<file path="src/rtl/mux2_rr_arbiter.sv">
// mux2_rr_arbiter
//   Two-requester round-robin arbiter driving a shared 2:1 data mux.
//   Grants, the mux select and the last-owner record are registered.
//   The data path from a/b to y is combinational, so the owner's data
//   reaches y in the cycle it changes.
//
//   Optional feature, macro ARB_TIMEOUT_EN:
//     With the macro defined, a hold counter limits a grant to HOLD_MAX
//     cycles whenever the other requester is waiting.
//     With the macro undefined, a grant lasts as long as its owner requests.
//
//   Parameters
//     WIDTH     data width of a, b and y
//     HOLD_MAX  maximum grant length in cycles (2..255); used only with
//               ARB_TIMEOUT_EN
//
//   Ports
//     clk          rising-edge clock
//     rst_n        asynchronous active-low reset
//     req_a/req_b  requests, held high while access is needed
//     a/b          requester data
//     gnt_a/gnt_b  registered grants, never both high
//     sel          registered mux select (0 = a, 1 = b)
//     valid        gnt_a | gnt_b
//     y            granted data, zero when idle
module mux2_rr_arbiter #(
    parameter int WIDTH    = 8,
    parameter int HOLD_MAX = 15
) (
    input  logic             clk,
    input  logic             rst_n,
    input  logic             req_a,
    input  logic             req_b,
    input  logic [WIDTH-1:0] a,
    input  logic [WIDTH-1:0] b,
    output logic             gnt_a,
    output logic             gnt_b,
    output logic             sel,
    output logic             valid,
    output logic [WIDTH-1:0] y
);

    localparam logic [1:0] IDLE  = 2'd0;
    localparam logic [1:0] GNT_A = 2'd1;
    localparam logic [1:0] GNT_B = 2'd2;

    localparam logic OWNER_A = 1'b0;
    localparam logic OWNER_B = 1'b1;

    logic [1:0] state;
    logic [1:0] state_nxt;
    logic       last;
    logic       enter_grant;
    logic       hold_expired;

    // Next-state decision. hold_expired is high only when the timeout
    // feature is built in and the current grant has used up its slot.
    always_comb begin
        state_nxt = state;
        case (state)
            IDLE: begin
                if (req_a && req_b) begin
                    state_nxt = (last == OWNER_B) ? GNT_A : GNT_B;
                end else if (req_a) begin
                    state_nxt = GNT_A;
                end else if (req_b) begin
                    state_nxt = GNT_B;
                end else begin
                    state_nxt = IDLE;
                end
            end
            GNT_A: begin
                if (req_a && !(req_b && hold_expired)) begin
                    state_nxt = GNT_A;
                end else if (req_b) begin
                    state_nxt = GNT_B;
                end else begin
                    state_nxt = IDLE;
                end
            end
            GNT_B: begin
                if (req_b && !(req_a && hold_expired)) begin
                    state_nxt = GNT_B;
                end else if (req_a) begin
                    state_nxt = GNT_A;
                end else begin
                    state_nxt = IDLE;
                end
            end
            default: state_nxt = IDLE;
        endcase
    end

    // A new ownership period starts whenever the next state is a grant
    // state different from the current one (IDLE->GNT_x or GNT_x->GNT_y).
    assign enter_grant = (state_nxt != IDLE) && (state_nxt != state);

    // Grants and select are registered copies of the next state, so no
    // combinational path exists from req to gnt.
    always_ff @(posedge clk or negedge rst_n) begin
        if (!rst_n) begin
            state <= IDLE;
            gnt_a <= 1'b0;
            gnt_b <= 1'b0;
            sel   <= 1'b0;
            last  <= OWNER_B;   // A wins the first tie after reset
        end else begin
            state <= state_nxt;
            gnt_a <= (state_nxt == GNT_A);
            gnt_b <= (state_nxt == GNT_B);
            sel   <= (state_nxt == GNT_B);
            if (enter_grant) begin
                last <= (state_nxt == GNT_B) ? OWNER_B : OWNER_A;
            end
        end
    end

`ifdef ARB_TIMEOUT_EN
    localparam logic [7:0] HOLD_LAST = 8'(HOLD_MAX - 1);

    logic [7:0] hold_cnt;

    // Counts cycles the current grant has been held; saturates at
    // HOLD_LAST so an uncontested owner keeps the path indefinitely.
    always_ff @(posedge clk or negedge rst_n) begin
        if (!rst_n) begin
            hold_cnt <= 8'd0;
        end else if (enter_grant) begin
            hold_cnt <= 8'd0;
        end else if ((state != IDLE) && (state_nxt == state) &&
                     (hold_cnt != HOLD_LAST)) begin
            hold_cnt <= hold_cnt + 8'd1;
        end
    end

    assign hold_expired = (hold_cnt == HOLD_LAST);
`else
    // No timeout: a grant never expires while its owner requests.
    // HOLD_MAX below 2 is outside the legal range and never selected.
    assign hold_expired = (HOLD_MAX < 2);
`endif

    assign valid = gnt_a | gnt_b;

    // Shared output mux; zero whenever nobody owns the path.
    always_comb begin
        y = '0;
        if (gnt_a && !sel) begin
            y = a;
        end else if (gnt_b && sel) begin
            y = b;
        end
    end

endmodule

</file>
<file path="config.mk">
export PLATFORM = sky130hd
export DESIGN_NAME = mux2_rr_arbiter
export DESIGN_NICKNAME = d
export VERILOG_FILES = /design/src/rtl/mux2_rr_arbiter.sv
export SDC_FILE = /design/constraint.sdc
export NUM_CORES = 1
export LEC_CHECK = 0
export CORE_MARGIN = 10
export CORE_UTILIZATION = 24
export CTS_CLUSTER_SIZE = 12
export DETAILED_ROUTE_END_ITERATION = 12
export HOLD_SLACK_MARGIN = 0.08
export PLACE_DENSITY = 0.81
export SYNTH_ARGS = -nofsm -noshare
export SYNTH_HDL_FRONTEND = slang
export SYNTH_SLANG_ARGS = --single-unit
</file>
<file path="constraint.sdc">
create_clock -name clk -period 0.95 [get_ports clk]
set_input_delay 0.095 -clock clk [delete_from_list [all_inputs] [get_ports clk]]
set_output_delay 0.095 -clock clk [all_outputs]
set_load 0.05 [all_outputs]
</file>
; Yosys cells after proc, flatten, opt, wreduce, memory -nomap -nowiden
; Index checks and enable logic that the tools add are counted.
[word_totals]
register_bits = 5
in_bits = 20
out_inout_bits = 12
word_cells = 26
[op_classes]
n_eq_ne = 5
muxes = 10
n_bitwise = 1
n_reduce_logical = 6
[ops]
columns = operator, n
row1 = 8-bit two-way mux, 2
row2 = 2-bit two-way mux, 5
row3 = 2-bit case mux with 3 select lines, 1
row4 = "2-bit by 1-bit equality test with 1-bit output, second input constant", 2
row5 = "2-bit equality test, second input constant", 2
row6 = 1-bit logical AND, 3
row7 = 2-bit logical NOT, 1
row8 = 1-bit two-way mux, 2
row9 = 2-bit != test, 1
row10 = 2-bit nonzero test, 1
row11 = 1-bit logical NOT, 1
row12 = 1-bit bitwise OR, 1

; Logic depth before layout (Yosys ltp)
[depth]
word_depth = 6
ltp_mapped = 4
depth_no_buf = 3

; Worst setup path after synthesis
; No wires, ideal clock.
[synth_path]
path_kind = register to output
from = register sel
to = output port y[0]
t_arrival_ns = 1.438
required_ns = 0.855
slack_ns = -0.583
path_stages_with_launch = 5
n_path_buf = 2
path_cell_list = dfrtp_1 -> buf_6 -> nor2b_2 -> buf_6 -> a22o_1
[synth_via]
elab_chain_cells = 3
elab_cells_between_ends = 4
classes_between = mux (2) / reduce/logical (2)
[synth_lines]
columns = item, line
row1 = start: declaration, 38  ; output logic sel,
row2 = start signal: assignment, 111  ; sel <= (state_nxt == GNT_B);
row3 = 1-bit logical NOT, 148  ; if (gnt_a && !sel) begin
row4 = 1-bit logical AND, 148
row5 = 8-bit two-way mux (*), 148
row6 = end: declaration, 40  ; output logic [WIDTH-1:0] y
; Mark *: on every way between the ends. The rest lies on a longest branch, timed or not.

; Worst setup path after layout
[layout_path]
from = register gnt_a
to = output port y[3]
[layout_via]
elab_chain_cells = 2
[layout_lines]
columns = item, line
row1 = start: declaration, 36  ; output logic gnt_a,
row2 = start signal: assignment, 109  ; gnt_a <= (state_nxt == GNT_A);
row3 = 1-bit logical AND, 148
row4 = 8-bit two-way mux, 148
; Every way passes these cells.

==> summary.txt <==
Floorplanning
  – Starting density of the core: 0.267
  – DIE AREA: 3150 µm²
  – Die X: 56.1 µm
  – # IOs: 32
  – Chip Height: 56.1 µm
  – Core area: 1170 µm²
  – Number of core rows: 12

Placement
  – HPWL after detailed placement: about 1200 µm
  – GPL Wtd Cong: roughly 0.77
  – Number of port buffers: 31

Setup path
  – CP cell instances: nor2b_4 > buf_12 > a22o_4 > buf_12
  – Critical path fanouts, max: 7
  – CP dominant cell by count: buf_12
  – Worst reg2reg path startpoint: last
  – Startpoint types: flip-flop
  – CP arrival: 1.29 ns
  – CP max-delay cell: dfrtp_2
  – Critical Path Max Stage Delay: 0.40 ns
  – Reg2Reg Depth: 3
  – FF-to-FF setup slack: -0.02 ns
  – CP required: about 0.85 ns
  – FF-to-FF End: gnt_a
  – CP Capture Type: output port
  – Setup CP Type: flip-flop to output port

Status
  – Status: finished, violations left
  – Failing checks: negative setup slack

Logic synthesis
  – Synthesis Warnings: 0
  – Mapped cell area: around 310 µm²
  – Post-synth cell types: 14
  – Syn_area_per_cell: 9.78 µm²
  – Sequential area share after synthesis: 0.404
  – Mapped Nets: 52
  – Seq cells post-synth: 5
  – Mapped Cells: 32

Route
  – Post-route ant nets: 0
  – Per-cell routed wire length: 19.6 µm
  – Wirelength, routed: 1750 µm
  – Vias per inst: 5.01
  – DRC: 0
  – DR pass1 iterations: 4
  – 1st-iter DRT viols: 7
  – Routed vias: between 400 and 500

Pwr
  – VDD IR max: 1.00 mV
  – Pwr Density: 1760 nW/µm²
  – Pwr Total: 0.00172 W
  – Pleak: 0.434 nW

Global routing
  – Number of global-route vias before repair: around 490
  – Grt ovf: 0
  – First-pass GRT wire length: 2670 µm
  – Antenna violations before repair: 0
  – All-Layer GR Usage: 0.107
  – Largest net degree at the start of global routing: 8

Clocking
  – Hold_buf cts: 0
  – Root buffer cell: clkbuf_4
  – CTS tree: done
  – CTS Buf Count: 3
  – CTS Buffer Depth: 2
  – Worst-Skew Late Latency: approximately 0.24 ns
  – Sink Count: 5
  – H-tree depth: 1
  – Reg clk slew, reported paths: approximately 0.040 ns

STA
  – Max-slew headroom: 0.841
  – Fin crit share: 1.46
  – RSZ-0062 raised after global routing: yes
  – Tightest Pin Transition: 0.237 ns
  – Setup violations, final: 13
  – Maximum clock frequency: roughly 720 MHz
  – Post-route setup slack: -0.434 ns
  – Min Clock Period, post-route: about 1.4 ns
  – Hold slack: 0.0830 ns
  – Fin. max-slew vios: 0
  – Worst clock skew: 0.00387 ns
  – Hold Fails Final Rpt: 0

Min path
  – Hold crit path type: primary input to async pin

Cells and area
  – Ratio of cells with drive above 1 in the final layout: 0.560
  – Antenna cell count: 0
  – Final core occ: 0.834
  – Area added between synthesis and finish: 212%
  – Nets@finish: 96

Job
  – Max Cap Viol: 0
routing by layer:
metal | GRT usage | share of wire | up-vias
met4 | 0.0307 | 0.013 | 0
met5 | 0 | 0 | -
met2 | 0.175 | 0.44 | 34
li1 | - | - | 207
met1 | 0.115 | 0.41 | 203
met3 | 0.0592 | 0.13 | 2
through the flow:
step	area, µm²	setup WS, ns	cells	TNS (ns)
after global placement	828	-0.282	79	-2.48
after global routing	977	-0.461	89	-5.17
after detailed placement	828	-0.309	79	-2.72
after CTS	946	-0.420	87	-4.35
after floorplan	385	-0.314	32	-2.77
final	977	-0.434	89	-4.73
cells in the mapped netlist, drive strengths merged:
cell | instances | area share
a21oi | 1 | 0.016
a22o | 8 | 0.22
buf | 3 | 0.096
dfrtp | 4 | 0.32
dfstp | 1 | 0.084
inv | 2 | 0.024
nor2 | 4 | 0.048
nor2b | 1 | 0.028
nor3 | 1 | 0.016
o21a | 2 | 0.048
o21ai | 3 | 0.048
o22a | 1 | 0.028
or2 | 1 | 0.020
final cells by class:
class                   count  area [µm²]
inverters                   2        7.51
repair buffers             42         559
well taps                  14        17.5
clock buffers               4        26.3
multi-input cells          22         238
flip-flops and latches      5         129
fillers                    61         194
what timing repair did:
action	in CTS	in global routing
cloned	1	0
endpoints found under the setup margin	13	17
pin swaps	3	1
endpoints found under the hold margin	0	0
resized for setup	9	5
buffers inserted	3	2
where the power goes:
| group | internal (W) | total, W | switching [W] | leakage [nW] |
|---|---|---|---|---|
| sequential | 0.000259 | 0.000310 | 0.0000516 | 0.0583 |
| clock | 0.000158 | 0.000239 | 0.0000806 | 0.0150 |
| combinational | 0.000636 | 0.00117 | 0.000529 | 0.361 |
| total | 0.00105 | 0.00172 | 0.000662 | 0.434 |
flip-flops by register name, summed over array words and instances, names as in the netlist:
name	count
gnt_a	1
last	1
sel	1
state	2
worst max-delay path by stage:
stage	start	depth (start not counted)	slack, ns	endpoint
after floorplan	sel	4	-0.31	y[0]
after global placement	sel	3	-0.28	y[3]
after detailed placement	sel	3	-0.31	y[0]
after CTS	gnt_a	4	-0.42	y[2]
after global routing	gnt_a	4	-0.46	y[3]
final	gnt_a	4	-0.43	y[3]
critical path, delay by kind of cell, from the launching register on:
kind                   cells  cell delay, ns
AO/OA/AOI/OAI              1            0.23
buffers and inverters      2            0.29
flip-flops                 1            0.40
AND/OR/NAND/NOR            1            0.14
logic make-up (layout without fill, tap and decap cells):
| family | count (synthesis) | in the layout | synth area share |
|---|---|---|---|
| buf+inv | 5 | 48 | 0.120 |
| flops | 5 | 5 | 0.404 |
| compound gates | 15 | 15 | 0.364 |
| simple gates | 7 | 7 | 0.112 |
placed cells by master (no fill, tap or decap):
cell             synthesis  routed
clkdlybuf4s50_1          0      19
buf_12                   0      12
a22o_4                   0       8
buf_4                    1       5
nor2_1                   4       3
clkbuf_4                 0       3
buf_6                    2       3
inv_1                    2       2
o21a_1                   2       2
o21ai_0                  3       2
dfrtp_2                  0       2
buf_8                    0       2
dfrtp_1                  4       2
a21oi_2                  0       1
nor2_2                   0       1
o22a_1                   1       1
nor2b_4                  0       1
or2_4                    0       1
nor3_2                   0       1
o21ai_1                  0       1
clkbuf_1                 0       1
buf_16                   0       1
dfstp_2                  1       1
No activity file was read; power rests on OpenSTA's default activity.
